## src/rtl/mem_stage.sv

```systemverilog
// mem_stage: memory-access pipeline stage; issues LOAD/STORE on a req/ack port,
// stalls upstream while an access is outstanding and aborts it after MAX_WAIT cycles.
module mem_stage #(
    parameter int          MAX_WAIT = 15,
    parameter logic [15:0] NOP_IR   = 16'h0000,
    parameter logic        EXEC     = 1'b1,
    parameter logic [4:0]  LOAD_OP  = 5'b10001
) (
    input  logic        clock,
    input  logic        reset,
    input  logic        state,
    input  logic [15:0] mem_ir,
    input  logic [15:0] reg_C,
    input  logic        dw,
    input  logic [15:0] smdr1,
    output logic        d_req,
    output logic        d_we,
    output logic [15:0] d_addr,
    output logic [15:0] d_dout,
    input  logic        d_ack,
    input  logic [15:0] d_din,
    output logic [15:0] wb_ir,
    output logic [15:0] reg_C1,
    output logic        mem_stall,
    output logic        bus_err
);
    localparam int CW = $clog2(MAX_WAIT + 1);

    typedef enum logic {IDLE, ACCESS} st_t;

    st_t           st_q, st_d;
    logic [CW-1:0] cnt_q, cnt_d;
    logic          req_q, req_d, we_q, we_d, err_q, err_d, ld_q, ld_d;
    logic [15:0]   addr_q, addr_d, dout_q, dout_d, wb_q, wb_d, c1_q, c1_d, ir_q, ir_d;
    logic          memop, timeout, is_load;

    assign is_load   = mem_ir[15:11] == LOAD_OP;
    assign memop     = (state == EXEC) && (is_load || dw);
    assign timeout   = cnt_q == CW'(MAX_WAIT - 1);
    assign mem_stall = (st_q == IDLE && memop) || (st_q == ACCESS && !d_ack && !timeout);

    always_comb begin
        st_d   = st_q;
        cnt_d  = cnt_q;
        req_d  = req_q;
        we_d   = we_q;
        addr_d = addr_q;
        dout_d = dout_q;
        wb_d   = wb_q;
        c1_d   = c1_q;
        err_d  = err_q;
        ir_d   = ir_q;
        ld_d   = ld_q;
        if (st_q == IDLE) begin
            if (memop) begin
                req_d  = 1'b1;
                we_d   = dw;
                addr_d = reg_C;
                dout_d = smdr1;
                ir_d   = mem_ir;
                ld_d   = is_load;
                wb_d   = NOP_IR;
                cnt_d  = '0;
                st_d   = ACCESS;
            end else if (state == EXEC) begin
                wb_d = mem_ir;
                c1_d = reg_C;
            end
        end else if (d_ack || timeout) begin
            // an ack in the timeout cycle still completes the access cleanly
            req_d = 1'b0;
            wb_d  = ir_q;
            c1_d  = ld_q ? (d_ack ? d_din : 16'h0000) : addr_q;
            err_d = err_q | !d_ack;
            st_d  = IDLE;
        end else begin
            cnt_d = cnt_q + CW'(1);
        end
    end

    always_ff @(posedge clock) begin
        if (reset) begin
            st_q   <= IDLE;
            cnt_q  <= '0;
            req_q  <= 1'b0;
            we_q   <= 1'b0;
            addr_q <= '0;
            dout_q <= '0;
            wb_q   <= '0;
            c1_q   <= '0;
            err_q  <= 1'b0;
            ir_q   <= '0;
            ld_q   <= 1'b0;
        end else begin
            st_q   <= st_d;
            cnt_q  <= cnt_d;
            req_q  <= req_d;
            we_q   <= we_d;
            addr_q <= addr_d;
            dout_q <= dout_d;
            wb_q   <= wb_d;
            c1_q   <= c1_d;
            err_q  <= err_d;
            ir_q   <= ir_d;
            ld_q   <= ld_d;
        end
    end

    assign d_req   = req_q;
    assign d_we    = we_q;
    assign d_addr  = addr_q;
    assign d_dout  = dout_q;
    assign wb_ir   = wb_q;
    assign reg_C1  = c1_q;
    assign bus_err = err_q;
endmodule
```

## config.mk

```make
export PLATFORM = sky130hd
export DESIGN_NAME = mem_stage
export DESIGN_NICKNAME = d
export VERILOG_FILES = /design/src/rtl/mem_stage.sv
export SDC_FILE = /design/constraint.sdc
export NUM_CORES = 1
export LEC_CHECK = 0
export CELL_PAD_IN_SITES_DETAIL_PLACEMENT = 1
export CELL_PAD_IN_SITES_GLOBAL_PLACEMENT = 2
export CORE_MARGIN = 4
export CORE_UTILIZATION = 26
export DETAILED_ROUTE_END_ITERATION = 8
export PLACE_DENSITY = 0.91
export RECOVER_POWER = 50
export SKIP_LAST_GASP = 1
export SLEW_MARGIN = 20
export SYNTH_ARGS = -nofsm -noshare
export SYNTH_HDL_FRONTEND = slang
export SYNTH_SLANG_ARGS = --single-unit
```

## constraint.sdc

```tcl
create_clock -name clock -period 6.1 [get_ports clock]
set_clock_uncertainty 0.15 [all_clocks]
set_input_delay 1.83 -clock clock [delete_from_list [all_inputs] [get_ports clock]]
set_output_delay 1.83 -clock clock [all_outputs]
set_load 0.01 [all_outputs]
```

# --- Word level (Yosys, flattened, before mapping) ---
# Cells that the tools add are included.
word_totals:
  ff_bits: 89
  output_inout_bits: 68
  elab_cells: 56
op_classes:
  addsub: 1
  eq_ne: 5
  mux: 19
  n_bitwise: 2
  n_reduce_logical: 18
ops:
  columns: ["op", "n"]
  rows:
  - ["$mux W16", 10]
  - ["$mux W4", 3]
  - ["$reduce_and A2 Y1", 5]
  - ["$mux W1", 6]
  - ["$eq A5 B5 Y1 const B", 1]
  - ["$add A4 B1 Y4 const B", 1]
  - ["$eq A4 B4 Y1 const B", 1]
  - ["$logic_and A1 B1 Y1", 4]
  - ["$ne A2 B2 Y1 const B", 2]
  - ["$reduce_bool A2 Y1", 2]
  - ["$logic_or A1 B1 Y1", 3]
  - ["$reduce_and A3 Y1", 1]
  - ["$reduce_bool A3 Y1", 1]
  - ["$logic_not A1 Y1", 2]
  - ["$ne A2 B1 Y1 const B", 1]
  - ["$not A1 Y1", 1]
  - ["$or A1 B1 Y1", 1]

# --- Longest topological paths before layout ---
# Gate-level depths: netlist of run 1.
depth:
  depth_word: 5
  depth_mapped: 7

# --- Worst setup path before layout of run 1 ---
# No wires, ideal clock.
synth_timing:
  path_type: "input to output"
  from: "input mem_ir[12]"
  to: "output mem_stall"
  t_arrival_ns: 2.688
  path_slack_ns: 1.432
  stages: 4
  n_path_buf: 1
  path_cell_list: "nand3b_1 o41a_1 buf_4 nand2_1"
synth_via:
  elab_chain_len: 5
synth_lines:
  columns: ["element", "line_no", "text"]
  rows:
  - ["from (decl)", "12", "input logic [15:0] mem_ir,"]
  - ["$eq A5 B5 Y1", "37", "assign is_load = mem_ir[15:11] == LOAD_OP;"]
  - ["$logic_or A1 B1 Y1", "38", "assign memop = (state == EXEC) && (is_load || dw);"]
  - ["$logic_and A1 B1 Y1", "38", null]
  - ["$logic_and A1 B1 Y1", "40", "assign mem_stall = (st_q == IDLE && memop) || (st_q == ACCESS && !d_ack && !timeout);"]
  - ["$logic_or A1 B1 Y1", "40", null]
  - ["to (decl)", "24", "output logic mem_stall,"]
# Every way passes these cells.

# --- Worst setup path after layout of run 1 ---
# Ends and elaborated chain as after synthesis.

==> impl_metrics.env, run 1 <==
export IMPL_startpoint="mem_ir[12]"
export IMPL_numCtsBuffers=9
export IMPL_hold_depth=2
export IMPL_yosysSeqAreaShare_pct=47.4
export IMPL_crit_family="buffers and inverters"
export IMPL_routed_wirelength_um=12800
export IMPL_grt_busiest_layer="met2"
export IMPL_die_area_sq_um=16500
export IMPL_yosysTopAreaCell="dfxtp_1"
export IMPL_slew_limit_headroom_pct=-95.0
export IMPL_clkSlewWorstSetupHoldPaths_ps=60
export IMPL_rsz0062_at_grt="no"
export IMPL_syn_avg_cell_area_sq_um=7.90
export IMPL_yosysMostFrequentCell="nand2_1"
export IMPL_report_final_slew_viol_count=64
export IMPL_dr_first_iter_drc_count=118
export IMPL_grt_pass1_wl_um=20800
export IMPL_reg2reg_slack_ps=3310
export IMPL_place_port_buffers=136
export IMPL_ys_seq_elements=89
export IMPL_crit_required_ps=4120
export IMPL_worst_setup_path_end_kind="primary output"
export IMPL_synth_area_leaders="dfxtp_1 47%, nand2_1 11%, a21oi_1 9.3%, nand3_1 4.5%, o2111ai_1 3.7%"
export IMPL_slowest_stage="clkdlybuf4s50_1"
export IMPL_fin_crit_sh_pct=93.4
export IMPL_regToRegEndpoint="reg_C1[6]$_SDFFE_PP0P_"
export IMPL_worstMarginPinSlew_ps=2920
export IMPL_power_internal_w=0.00107
export IMPL_use_met1_pct=17.9
export IMPL_powerDensity_nw_per_um2=264
export IMPL_vias=3794
export IMPL_overflow=0
export IMPL_yosys_area_top_type_share_pct=47.4
export IMPL_crit_path_start_kind="primary input"
export IMPL_critPathMaxStageDelay_ps=600
export IMPL_start_util_pct=26.8
export IMPL_drtPass1Iterations=4
export IMPL_min_delay_start="ir_q[4]$_SDFFE_PP0P_"
export IMPL_ctsHoldBuffers=0
export IMPL_power_switching_w=0.000377
export IMPL_cts_sinks=89
export IMPL_htree_levels=3
export IMPL_crit_top_cell="clkdlybuf4s50_1"
export IMPL_timing_fmax_mhz=175
export IMPL_cp_cell_sequence="clkdlybuf4s50_1, nand3b_1, o41a_2, nand2_1, clkdlybuf4s50_1"
export IMPL_p_seq_share_pct=44.4
export IMPL_antenna_left=0
export IMPL_cts_resized=0
export IMPL_synth_area_sq_um=3760
export IMPL_synth_cells=476
export IMPL_reg2reg_from="st_q$_SDFF_PP0_"
export IMPL_routabilityCongestion=0.774
export IMPL_clock_latency_ps=340
export IMPL_synth_common_cells="115 x nand2_1, 89 x dfxtp_1, 70 x a21oi_1"
export IMPL_crit_buf_inv=2
export IMPL_fp_dieW_um=128
export IMPL_grtUsageTotal_pct=15.7
export IMPL_post_drt_wl_per_cell_um=16.5
export IMPL_fin_crit_ps=5700
export IMPL_drive_above_1_share_pct=5.05
export IMPL_post_route_util_pct=39.2
export IMPL_ys_flop_type="dfxtp_1"
export IMPL_share_comb_of_total_power_pct=16.5
export IMPL_core_area_sq_um=14000
export IMPL_synth_nets=547
export IMPL_die_height_um=128
export IMPL_dp_slack_ps=366
export IMPL_syn2layout_area_growth_pct=46.3
export IMPL_yosysWarnings=0
export IMPL_grt_use_met2_pct=28.0
export IMPL_grt_pass1_vias=4078
export IMPL_synthArstFlopShare_pct=0
export IMPL_clockPowerShare_pct=39.1
export IMPL_status="finished, violations left"
export IMPL_setup_ws_ps=400
export IMPL_clockRootBuffer="clkbuf_16"
export IMPL_finalNonFillerCells=774
export IMPL_criticalPathCategory="primary input to primary output"
export IMPL_holdPathEnd="ir_q[4]$_SDFFE_PP0P_"
export IMPL_violations="max-capacitance violations, max-slew violations"
export IMPL_dp_hpwl_um=8760
export IMPL_crit_fanout=4
export IMPL_vdd_drop_max_uv=103
export IMPL_drv_cap=1
export IMPL_synth_edf_count=0
export IMPL_pin_count=137
export IMPL_antenna_found_initial=0
export IMPL_switching_share_pct=26.0
export IMPL_cp_arrival_ps=3720
export IMPL_layout_nets=660
export IMPL_ctsLongestPathBuffers=2
export IMPL_leakagePower_nw=2.08
export IMPL_remaining_drc_errors=0
export IMPL_rr_worst_depth=5
export IMPL_setup_viol=0
export IMPL_cts_tree="yes"
export IMPL_hold_viol_final=0
export IMPL_dp_cells=758
export IMPL_synth_cell_type_count=33
export IMPL_finalSetupTns_ps=0
export IMPL_rows=43
export IMPL_grt_max_degree=67
export IMPL_avgViaCountPerCell=4.90
export IMPL_use_met3_pct=3.33
export IMPL_hold_class="register to register"
export IMPL_cts_setup_buffers=0
export IMPL_n_antenna_cell=0
export IMPL_fin_hold_ws_ps=304
## sequential cells by signal (all words and copies together), names as in the netlist
name,cells
st_q,1
reg_C1,16
d_addr,16
cnt_q,4
d_we,1
wb_ir,16
ir_q,16
d_dout,16
d_req,1
ld_q,1
bus_err,1
## cells by family (layout without fill, tap and decap cells)
family	count (synthesis)	after routing	share of synthesized area [%]
AND/OR/NAND/NOR	194	194	22.3
AO/OA/AOI/OAI	145	145	23.2
adder cells (fa/ha/maj)	2	2	0.665
buffers and inverters	45	163	6.25
XOR/XNOR	1	1	0.233
flip-flops	89	89	47.4
## metrics by stage
step,total power (W),area (sq um)
after detailed placement,0.000912,5200
after CTS,0.00149,5510
after global placement,0.000904,5200
after global routing,0.00152,5500
after floorplan,0.000769,3760
final,0.00145,5500
## power by group through the flow
| stage | combinational (W) | sequential [W] | clock, W |
|---|---|---|---|
| global placement | 0.000248 | 0.000656 | 0 |
| floorplan | 0.000106 | 0.000662 | 0 |
| finish | 0.000239 | 0.000644 | 0.000568 |
| detailed placement | 0.000254 | 0.000658 | 0 |
| global route | 0.000265 | 0.000649 | 0.000612 |
| CTS | 0.000255 | 0.000645 | 0.000589 |
## cell usage in the layout (no fill, tap or decap), types with 2 or more instances in the layout
master,synthesis,routed
nor2_1,19,19
clkbuf_8,0,2
o21ai_0,19,19
o21ai_1,11,11
nand3b_1,2,2
a211oi_1,18,18
nand2_1,115,115
dlygate4sd3_1,0,67
nand2b_1,16,16
nand3_1,34,34
o2111ai_1,16,16
ha_1,2,2
buf_4,4,6
clkbuf_1,20,2
dfxtp_1,89,87
a31oi_1,3,3
dfxtp_2,0,2
clkinv_2,0,3
a21oi_1,70,69
inv_1,4,4
clkbuf_16,0,9
clkdlybuf4s50_1,0,68
nor3_1,3,3
## worst max path at each step
stage                 to  slack [ps]  cells past startpoint
2_1_floorplan  mem_stall        1430                      4
3_3_place_gp   mem_stall         410                      5
3_5_place_dp   mem_stall         370                      5
4_1_cts        mem_stall         370                      5
5_1_grt        mem_stall         280                      5
6_report       mem_stall         400                      5
## layout make-up
type,instances,area [sq um]
fill,1648,8540
sequential,89,1780
multi-input combinational,342,1770
timing repair buffer,143,1400
clock buffer,11,253
tap,180,225
clock inverter,5,53.8
inverter,4,15.0
## metal layers
metal  wire length (um)  part of all wire (%)
met2               6410                    50
met1               5410                    42
met3                623                   4.9
met4                363                   2.8
met5                  0                     0
## tightest hold or removal path: cells and delay by family (launching register included)
| kind | cells | cell delay [ps] |
|---|---|---|
| AOI/OAI and AO/OA | 1 | 50 |
| DFF | 1 | 310 |
| and+or+nand+nor | 1 | 50 |
Note: power is estimated with default switching activity, not from simulation.
==> inputs of run 2 (changes only) <==
--- a/config.mk
+++ b/config.mk
@@ -17,3 +17,4 @@
 export SYNTH_ARGS = -nofsm -noshare
 export SYNTH_HDL_FRONTEND = slang
 export SYNTH_SLANG_ARGS = --single-unit
+export TNS_END_PERCENT = 5
==> results of run 2 <==
Final layout, timing and power as in run 1 (identical DEF).
